## src/rtl/proto_serialize.sv

```systemverilog
// Protobuf wire-format encoder: turns field commands plus payload bytes into an
// encoded byte stream behind a single valid/ready output register.
module proto_serialize #(
    parameter int unsigned LEN_W = 8
) (
    input  logic             clk_i,
    input  logic             reset_ni,
    input  logic             field_valid_i,
    output logic             field_ready_o,
    input  logic [4:0]       field_num_i,
    input  logic [2:0]       wire_type_i,
    input  logic [63:0]      value_i,
    input  logic [LEN_W-1:0] len_i,
    input  logic             hdr_only_i,
    input  logic             pl_valid_i,
    input  logic [7:0]       pl_data_i,
    output logic             pl_ready_o,
    output logic             out_valid_o,
    output logic [7:0]       out_data_o,
    input  logic             out_ready_i,
    output logic             out_last_o,
    output logic             err_o
);

    // Counter covers both the fixed byte count (up to 8) and the payload length.
    localparam int unsigned CNT_W = (LEN_W > 4) ? LEN_W : 4;

    typedef enum logic [2:0] {
        S_IDLE,
        S_KEY,
        S_VARINT,
        S_FIXED,
        S_LEN,
        S_PAYLOAD
    } state_e;

    state_e           state_q, state_d;
    logic [63:0]      r_q, r_d;
    logic [CNT_W-1:0] cnt_q, cnt_d;
    logic [2:0]       wt_q, wt_d;
    logic [7:0]       key_q, key_d;
    logic [LEN_W-1:0] len_q, len_d;
    logic             hdr_q, hdr_d;
    logic             out_valid_q, out_valid_d;
    logic [7:0]       out_data_q, out_data_d;
    logic             out_last_q, out_last_d;
    logic             err_q, err_d;
    logic             slot_free;
    logic             cmd_bad;
    logic             varint_done;

    function automatic state_e after_key(input logic [2:0] wt);
        case (wt)
            3'd0:    after_key = S_VARINT;
            3'd2:    after_key = S_LEN;
            default: after_key = S_FIXED;
        endcase
    endfunction

    assign slot_free     = !out_valid_q || out_ready_i;
    assign cmd_bad       = !(wire_type_i inside {3'd0, 3'd1, 3'd2, 3'd5}) || (field_num_i == 5'd0);
    assign varint_done   = (r_q[63:7] == 57'd0);
    assign field_ready_o = (state_q == S_IDLE);
    assign pl_ready_o    = (state_q == S_PAYLOAD) && slot_free;
    assign out_valid_o   = out_valid_q;
    assign out_data_o    = out_data_q;
    assign out_last_o    = out_last_q;
    assign err_o         = err_q;

    always_ff @(posedge clk_i) begin
        if (!reset_ni) begin
            state_q     <= S_IDLE;
            r_q         <= '0;
            cnt_q       <= '0;
            wt_q        <= '0;
            key_q       <= '0;
            len_q       <= '0;
            hdr_q       <= 1'b0;
            out_valid_q <= 1'b0;
            out_data_q  <= '0;
            out_last_q  <= 1'b0;
            err_q       <= 1'b0;
        end else begin
            state_q     <= state_d;
            r_q         <= r_d;
            cnt_q       <= cnt_d;
            wt_q        <= wt_d;
            key_q       <= key_d;
            len_q       <= len_d;
            hdr_q       <= hdr_d;
            out_valid_q <= out_valid_d;
            out_data_q  <= out_data_d;
            out_last_q  <= out_last_d;
            err_q       <= err_d;
        end
    end

    // Next-state and output-register load; a byte loads only when the slot is free.
    always_comb begin
        state_d     = state_q;
        r_d         = r_q;
        cnt_d       = cnt_q;
        wt_d        = wt_q;
        key_d       = key_q;
        len_d       = len_q;
        hdr_d       = hdr_q;
        out_valid_d = out_valid_q;
        out_data_d  = out_data_q;
        out_last_d  = out_last_q;
        err_d       = 1'b0;

        if (slot_free) begin
            out_valid_d = 1'b0;
            out_last_d  = 1'b0;
        end

        case (state_q)
            S_IDLE: begin
                if (field_valid_i) begin
                    wt_d  = wire_type_i;
                    key_d = {field_num_i, wire_type_i};
                    len_d = len_i;
                    hdr_d = hdr_only_i;
                    r_d   = (wire_type_i == 3'd2) ? 64'(len_i) : value_i;
                    cnt_d = (wire_type_i == 3'd1) ? CNT_W'(8) : CNT_W'(4);
                    if (cmd_bad) begin
                        err_d = 1'b1;
                    end else if (slot_free) begin
                        out_valid_d = 1'b1;
                        out_data_d  = {field_num_i, wire_type_i};
                        state_d     = after_key(wire_type_i);
                    end else begin
                        state_d = S_KEY;
                    end
                end
            end
            S_KEY: begin
                if (slot_free) begin
                    out_valid_d = 1'b1;
                    out_data_d  = key_q;
                    state_d     = after_key(wt_q);
                end
            end
            S_VARINT: begin
                if (slot_free) begin
                    out_valid_d = 1'b1;
                    out_data_d  = {!varint_done, r_q[6:0]};
                    r_d         = r_q >> 7;
                    if (varint_done) begin
                        out_last_d = 1'b1;
                        state_d    = S_IDLE;
                    end
                end
            end
            S_FIXED: begin
                if (slot_free) begin
                    out_valid_d = 1'b1;
                    out_data_d  = r_q[7:0];
                    r_d         = r_q >> 8;
                    cnt_d       = cnt_q - CNT_W'(1);
                    if (cnt_q == CNT_W'(1)) begin
                        out_last_d = 1'b1;
                        state_d    = S_IDLE;
                    end
                end
            end
            S_LEN: begin
                if (slot_free) begin
                    out_valid_d = 1'b1;
                    out_data_d  = {!varint_done, r_q[6:0]};
                    r_d         = r_q >> 7;
                    if (varint_done) begin
                        if (hdr_q || (len_q == '0)) begin
                            out_last_d = 1'b1;
                            state_d    = S_IDLE;
                        end else begin
                            cnt_d   = CNT_W'(len_q);
                            state_d = S_PAYLOAD;
                        end
                    end
                end
            end
            S_PAYLOAD: begin
                if (pl_valid_i && slot_free) begin
                    out_valid_d = 1'b1;
                    out_data_d  = pl_data_i;
                    cnt_d       = cnt_q - CNT_W'(1);
                    if (cnt_q == CNT_W'(1)) begin
                        out_last_d = 1'b1;
                        state_d    = S_IDLE;
                    end
                end
            end
            default: state_d = S_IDLE;
        endcase
    end

endmodule

```

## config.mk

```make
export PLATFORM = sky130hd
export DESIGN_NAME = proto_serialize
export DESIGN_NICKNAME = d
export VERILOG_FILES = /design/src/rtl/proto_serialize.sv
export SDC_FILE = /design/constraint.sdc
export NUM_CORES = 1
export LEC_CHECK = 0
export ABC_CLOCK_PERIOD_IN_PS = 2900
export CORE_MARGIN = 2
export CORE_UTILIZATION = 55
export CTS_CLUSTER_DIAMETER = 150
export DETAILED_ROUTE_END_ITERATION = 6
export GPL_TIMING_DRIVEN = 0
export PLACE_DENSITY_LB_ADDON = 0.1
export SLEW_MARGIN = 40
export SYNTH_ARGS = -nofsm -noshare
export SYNTH_HDL_FRONTEND = slang
export SYNTH_SLANG_ARGS = --single-unit
```

## constraint.sdc

```tcl
create_clock -name clk_i -period 2.9 [get_ports clk_i]
set_clock_uncertainty 0.1 [all_clocks]
set_input_delay 0.435 -clock clk_i [delete_from_list [all_inputs] [get_ports clk_i]]
set_output_delay 0.435 -clock clk_i [all_outputs]
set_load 0.05 [all_outputs]
```

==> flow_metrics.py, run 1 <==
metrics = {
    "floorplan": {
        "rows": 36,
        "core_area_um2": 9729,
        "dieWidth_um": 103.7,
        "start_util_pct": 56.17,
        "ioPinCount": 107,
        "die_h_um": 103.7,
        "dieArea_um2": 10750,
    },
    "routing": {
        "drc": 5,
        "postRouteWirelength_um": 18870,
        "drtIter0Drc": 737,
        "viasPerCell": 6.676,
        "wl_per_cell_um": 20.65,
        "drt_pass1_iterations": 7,
        "via_count": 6102,
        "ant_nets": 0,
    },
    "power": {
        "p_leak_nw": 2.457,
        "p_per_area_nw_per_um2": 964.2,
        "power_mw": 6.644,
        "ir_drop_v": 0.0004762,
    },
    "placed_design": {
        "place.gp.congestion": 0.9285,
        "dp.cells": 898,
        "placed_area_um2": 6693,
        "io_buffer_count": 106,
        "pre_cts_ws_ns": -0.05290,
        "hpwl_um": 14000,
    },
    "yosys": {
        "synthTopCellsByArea": "dfxtp_1 (38%), a222oi_1 (8.8%), a211oi_1 (7.3%), nor2_1 (6.7%), a21oi_1 (4.6%)",
        "yosysWarnings": 0,
        "synth_edf_count": 0,
        "ys_ff_latch": 103,
        "synth_area_leader_cell": "dfxtp_1",
        "synthArstFlopShare_pct": 0,
        "synthCells": 659,
        "ys.flop_type": "dfxtp_1",
        "synthesis.nets": 755,
        "ys_seq_area_share_pct": 37.73,
        "synth.top_cell.area_share_pct": 37.73,
        "postSynthAreaPerCell_um2": 8.293,
        "synth_area_um2": 5465,
        "synth_cell_types": 59,
    },
    "timing": {
        "slew_headroom_pct": 47.32,
        "setup_viol": 0,
        "fin_ws_ns": 0.08747,
        "final.period_utilization_pct": 96.98,
        "rsz0062_at_grt": "false",
        "final.min_clock_period_ns": 2.813,
        "worstMarginPinSlew_ns": 0.7903,
        "drv_slew": 0,
        "fmax_mhz": 355.6,
        "hold_viol": 0,
    },
    "clock_network": {
        "numCtsBuffers": 9,
        "htreeDepth": 3,
        "cts_max_path_buffers": 2,
        "insertion_delay_ns": 0.38,
        "cts_root_buffer": "clkbuf_8",
        "cts_tree": "yes",
        "hold_buffers": 0,
        "clock-sinks": 103,
        "path_clk_slew_ns": 0.11,
    },
    "setup_path": {
        "r2r_cells": 8,
        "r2r-end": "out_data_o[7]",
        "arrival_ns": 2.28,
        "critical_path_class": "in -> out",
        "critical_path.startpoint_type": "primary input",
        "worstPathMaxFanout": 10,
        "reg2reg_from": "state_q[1]",
        "required_ns": 2.37,
        "ff2ff_setup_slack_ns": 0.31,
        "endpoint_kind": "output port",
    },
    "global_routing": {
        "gr-usage-all-layers_pct": 34.33,
        "grt_pass1_vias": 5827,
        "overflow": 0,
        "antenna_found_initial": 0,
        "grt_pass1_wl_um": 29680,
        "grt_max_degree": 21,
    },
    "hold_path": {
        "worstHoldStart": "key_q[6]",
        "hold_path_class": "reg -> reg",
        "worstHoldPathCells": 2,
        "whs_endpoint": "key_q[6]",
    },
    "final_layout": {
        "layout.nets": 872,
        "final_cell_area_um2": 6890,
        "stdcell_count": 914,
        "drive_above_1_share_pct": 7.426,
        "n_antenna_cell": 0,
        "syn2layout_area_growth_pct": 26.08,
        "fin_util_pct": 70.82,
    },
    "status": {
        "failed_checks": "design-rule violations",
        "outcome": "finished, violations left",
    },
    "run": {
        "drv_cap": 0,
    },
}
power by group:
group	leakage [nW]	switching (mW)	internal [mW]
Clock	0.0995	0.574	0.339
Sequential	0.850	0.572	1.93
Combinational	1.51	1.99	1.24
Total	2.46	3.14	3.51
worst max-delay path: stages:
cell and delay (ns):
clkdlybuf4s50_1 0.47, or2b_2 0.10, buf_2 0.24, nand2_1 0.11, nor2_1 0.10, clkdlybuf4s50_1 0.81
through the flow:
stage	hold slack, ns	setup TNS (ns)
after detailed placement	0.3574	-0.06275
final	0.3703	0
after CTS	0.3727	0
after global placement	0.3445	0
after floorplan	0.3360	0
after global routing	0.3890	0
cells in the final DEF (no fill, tap or decap), types with 4 or more instances in the layout:
| cell | n |
|---|---|
| dfxtp_1 | 103 |
| a21oi_1 | 50 |
| clkbuf_1 | 36 |
| or4_1 | 5 |
| nor2b_1 | 5 |
| xor2_1 | 4 |
| a222oi_1 | 48 |
| nand3_1 | 12 |
| clkbuf_8 | 11 |
| nand2_1 | 55 |
| a22o_1 | 7 |
| mux2i_1 | 18 |
| a221oi_1 | 17 |
| o21ai_0 | 26 |
| buf_2 | 22 |
| clkdlybuf4s50_1 | 105 |
| a22oi_1 | 9 |
| a211oi_1 | 53 |
| nor2_1 | 98 |
| nor3_1 | 7 |
| o22ai_1 | 4 |
| nor4_1 | 16 |
| inv_1 | 5 |
| nand4_1 | 5 |
how the worst max path moves through the flow:
| stage | startpoint | end | cells past startpoint |
|---|---|---|---|
| floorplan | state_q[2] | out_data_o[5] | 7 |
| finish | out_ready_i | pl_ready_o | 6 |
| global route | out_ready_i | pl_ready_o | 6 |
| global placement | wire_type_i[0] | out_data_o[7] | 7 |
| CTS | state_q[2] | field_ready_o | 3 |
| detailed placement | wire_type_i[1] | r_q[6] | 7 |
state kept, by name, summed over array words and instances, names as in the netlist:
| register | count |
|---|---|
| cnt_q | 8 |
| err_o | 1 |
| hdr_q | 1 |
| key_q | 6 |
| len_q | 8 |
| out_data_o | 8 |
| out_last_o | 1 |
| out_valid_o | 1 |
| r_q | 64 |
| state_q | 3 |
| wt_q | 2 |
cell type report:
class | instances | area (µm²)
clock inverters | 7 | 71.32
fillers | 807 | 2839
flip-flops and latches | 103 | 2062
multi-input cells | 484 | 3074
well taps | 133 | 166.4
repair buffers | 106 | 1064
inverters | 7 | 26.28
plain buffers | 65 | 302.8
clock buffers | 9 | 123.9
cells in the mapped netlist, types with 3 or more instances:
cell and number:
mux2i_1 18, nor3b_1 3, nor2b_1 5, o22ai_1 4, clkbuf_1 36, a21oi_1 50
a222oi_1 48, o21ai_0 26, a22oi_1 9, inv_1 5, nand3_1 12, a211oi_1 53
dfxtp_1 103, a221oi_1 17, o211ai_1 3, buf_1 3, nand2_1 55, nand2b_1 3
or4_1 5, nor2_1 98, a22o_1 7, and2_1 3, nor4_1 16, xor2_1 4
buf_2 22, nand4_1 5, nor3_1 7
routing by layer:
metal	global-route usage [%]	routed length [µm]	up-vias
li1	-	-	2783
met1	42.71	7441	2866
met2	57.76	8922	395
met3	7.363	1911	58
met4	14.38	595	0
met5	0	0	-
cell families after synthesis:
family	after synthesis	synth area share (%)
xor gates and xnor gates	6	0.9615
adders and majority gates	2	0.4578
DFF	103	37.73
buffers and inverters	72	6.021
AOI/OAI and AO/OA	235	32.44
and+or+nand+nor	223	19.09
muxes	18	3.297
repair_timing:
action,4_1_cts,5_1_grt
setup endpoints to repair,0,1
resized for setup,0,1
endpoints found under the hold margin,0,0
buffers inserted,0,0
No activity file was read; power rests on OpenSTA's default activity.
==> run 2: changes to the inputs <==
--- a/config.mk
+++ b/config.mk
@@ -7,7 +7,7 @@
 export LEC_CHECK = 0
 export ABC_CLOCK_PERIOD_IN_PS = 2900
 export CORE_MARGIN = 2
-export CORE_UTILIZATION = 55
+export CORE_UTILIZATION = 56
 export CTS_CLUSTER_DIAMETER = 150
 export DETAILED_ROUTE_END_ITERATION = 6
 export GPL_TIMING_DRIVEN = 0
==> run 2 against run 1 <==
Compared with the run above:
- the flow still finishes with violations (design-rule violations)
- fmax increased by 9.2%
- combinational power about the same
- critical path depth unchanged
- clock power decreased by 2.3%
- highest routed layer unchanged
- non-clock buffer count unchanged
- first-iteration DRC count decreased by 12%
- routed wire length decreased by 1.5%
- critical path type is now in -> reg
- hold slack got worse by 0.0068 ns
- via count increased by 0.48%
- die area decreased by 1.7%
- global-route usage increased by 0.95 points
- count of clock-buffer cells in the layout unchanged
==> flow_metrics.py, run 2 (synthesis results as in run 1) <==
metrics = {
    "global_routing": {
        "use_met1_pct": 43.70,
        "gr-usage-all-layers_pct": 35.29,
        "grt_max_degree": 20,
        "top_usage_layer": "met2",
        "gr-usage-met2_pct": 60.99,
        "overflow": 0,
        "use_met3_pct": 5.424,
        "grt_pass1_vias": 5827,
        "grt_pass1_wl_um": 28840,
        "antenna_found_initial": 0,
    },
    "routing": {
        "drc": 5,
        "wl_per_cell_um": 20.33,
        "via_count": 6131,
        "drt_pass1_iterations": 7,
        "viasPerCell": 6.708,
        "postRouteWirelength_um": 18580,
        "drtIter0Drc": 649,
        "ant_nets": 0,
    },
    "timing": {
        "setup_viol": 0,
        "setup_tns_ns": 0,
        "final.period_utilization_pct": 88.84,
        "drv_slew": 0,
        "fmax_mhz": 388.1,
        "rsz0062_at_grt": "false",
        "fin_ws_ns": 0.3235,
        "worstMarginPinSlew_ns": 0.7864,
        "hold_viol": 0,
        "final.min_clock_period_ns": 2.576,
        "slew_headroom_pct": 47.57,
    },
    "hold_path": {
        "hold_path_class": "reg -> reg",
        "worstHoldPathCells": 2,
    },
    "power": {
        "p_switching_mw": 3.098,
        "p_leak_nw": 2.470,
        "p_sw_share_pct": 46.95,
        "p_comb_share_pct": 48.6,
        "pwr-share-clk_pct": 13.5,
        "p_per_area_nw_per_um2": 958.1,
        "p_int_mw": 3.500,
        "ir_drop_v": 0.0004820,
        "power_mw": 6.598,
        "power_frac_seq_pct": 37.9,
    },
    "setup_path": {
        "worstPathMaxFanout": 10,
        "required_ns": 3.06,
        "critical_path_class": "in -> reg",
        "arrival_ns": 2.74,
        "r2r_cells": 6,
        "critical_path.startpoint_type": "primary input",
        "endpoint_kind": "register",
        "ff2ff_setup_slack_ns": 0.44,
    },
    "final_layout": {
        "final_cell_area_um2": 6887,
        "syn2layout_area_growth_pct": 26.01,
        "mostFrequentLayoutCells": "clkdlybuf4s50_1 (104), dfxtp_1 (103), nor2_1 (98)",
        "multiInputGateArea_um2": 3074,
        "largest_reg_flops": 64,
        "regMostFlops": "r_q",
        "drive_above_1_share_pct": 7.426,
        "layout.nets": 872,
        "n_antenna_cell": 0,
        "final_common_cell": "clkdlybuf4s50_1",
        "n_fill_cell": 831,
        "fin_util_pct": 71.44,
        "regArea_um2": 2062,
    },
    "floorplan": {
        "dieArea_um2": 10570,
        "rows": 36,
        "die_h_um": 102.8,
        "dieWidth_um": 102.8,
        "ioPinCount": 107,
        "start_util_pct": 56.70,
        "core_area_um2": 9639,
    },
    "clock_network": {
        "hold_buffers": 0,
        "clock-sinks": 103,
        "cts_max_path_buffers": 2,
        "path_clk_slew_ns": 0.10,
        "htreeDepth": 3,
        "numCtsBuffers": 9,
        "insertion_delay_ns": 0.39,
        "cts_root_buffer": "clkbuf_8",
        "cts_tree": "yes",
    },
    "run": {
        "drv_cap": 0,
    },
    "placed_design": {
        "hpwl_um": 13870,
        "placed_area_um2": 6693,
        "io_buffer_count": 106,
        "place.gp.congestion": 0.9428,
        "pre_cts_ws_ns": 0.06853,
    },
    "status": {
        "failed_checks": "design-rule violations",
        "outcome": "finished, violations left",
    },
}
==> run 2: final timing paths <==
check,startpoint,end
worst min-delay path,key_q[3],key_q[3]
worst max-delay path,reset_ni,r_q[57]
worst max register to register,r_q[57],cnt_q[0]
worst min register to register,key_q[3],key_q[3]
==> run 2: timing repair <==
action                     in CTS  in global routing
setup endpoints to repair       0                  2
setup buffers                   0                  0
resized for setup               0                  2
==> run 2: final cells by class <==
class	count	area share, %
Clock buffer	9	1.799
Timing Repair Buffer	106	15.48
Multi-Input combinational cell	484	44.64
Sequential cell	103	29.94
Clock inverter	7	0.9448
Tap cell	133	2.416
Buffer	65	4.397
Inverter	7	0.3815
==> run 2: critical path, stage by stage <==
cell             delay (ns)
clkdlybuf4s50_1        0.46
inv_1                  0.09
clkbuf_1               0.51
clkbuf_1               0.67
clkbuf_1               0.45
nor2_1                 0.11
==> run 2: power groups by stage <==
stage	clock (mW)	sequential (mW)	combinational, mW
global route	0.946	2.54	3.50
detailed placement	0	2.50	3.12
CTS	0.897	2.47	3.15
floorplan	0	2.47	2.14
global placement	0	2.49	3.03
finish	0.892	2.50	3.20
==> run 2: metrics by stage <==
step,hold WS [ns],cells
after floorplan,0.3360,659
after global placement,0.3434,898
after detailed placement,0.3524,898
after CTS,0.3665,914
after global routing,0.3984,914
final,0.3636,914
==> run 2: per-layer routing <==
layer / wire [µm] / vias to the layer above
met2: 9192 / 373
met1: 7215 / 2918
met5: 0 / -
li1: - / 2790
met4: 546 / 0
met3: 1624 / 50
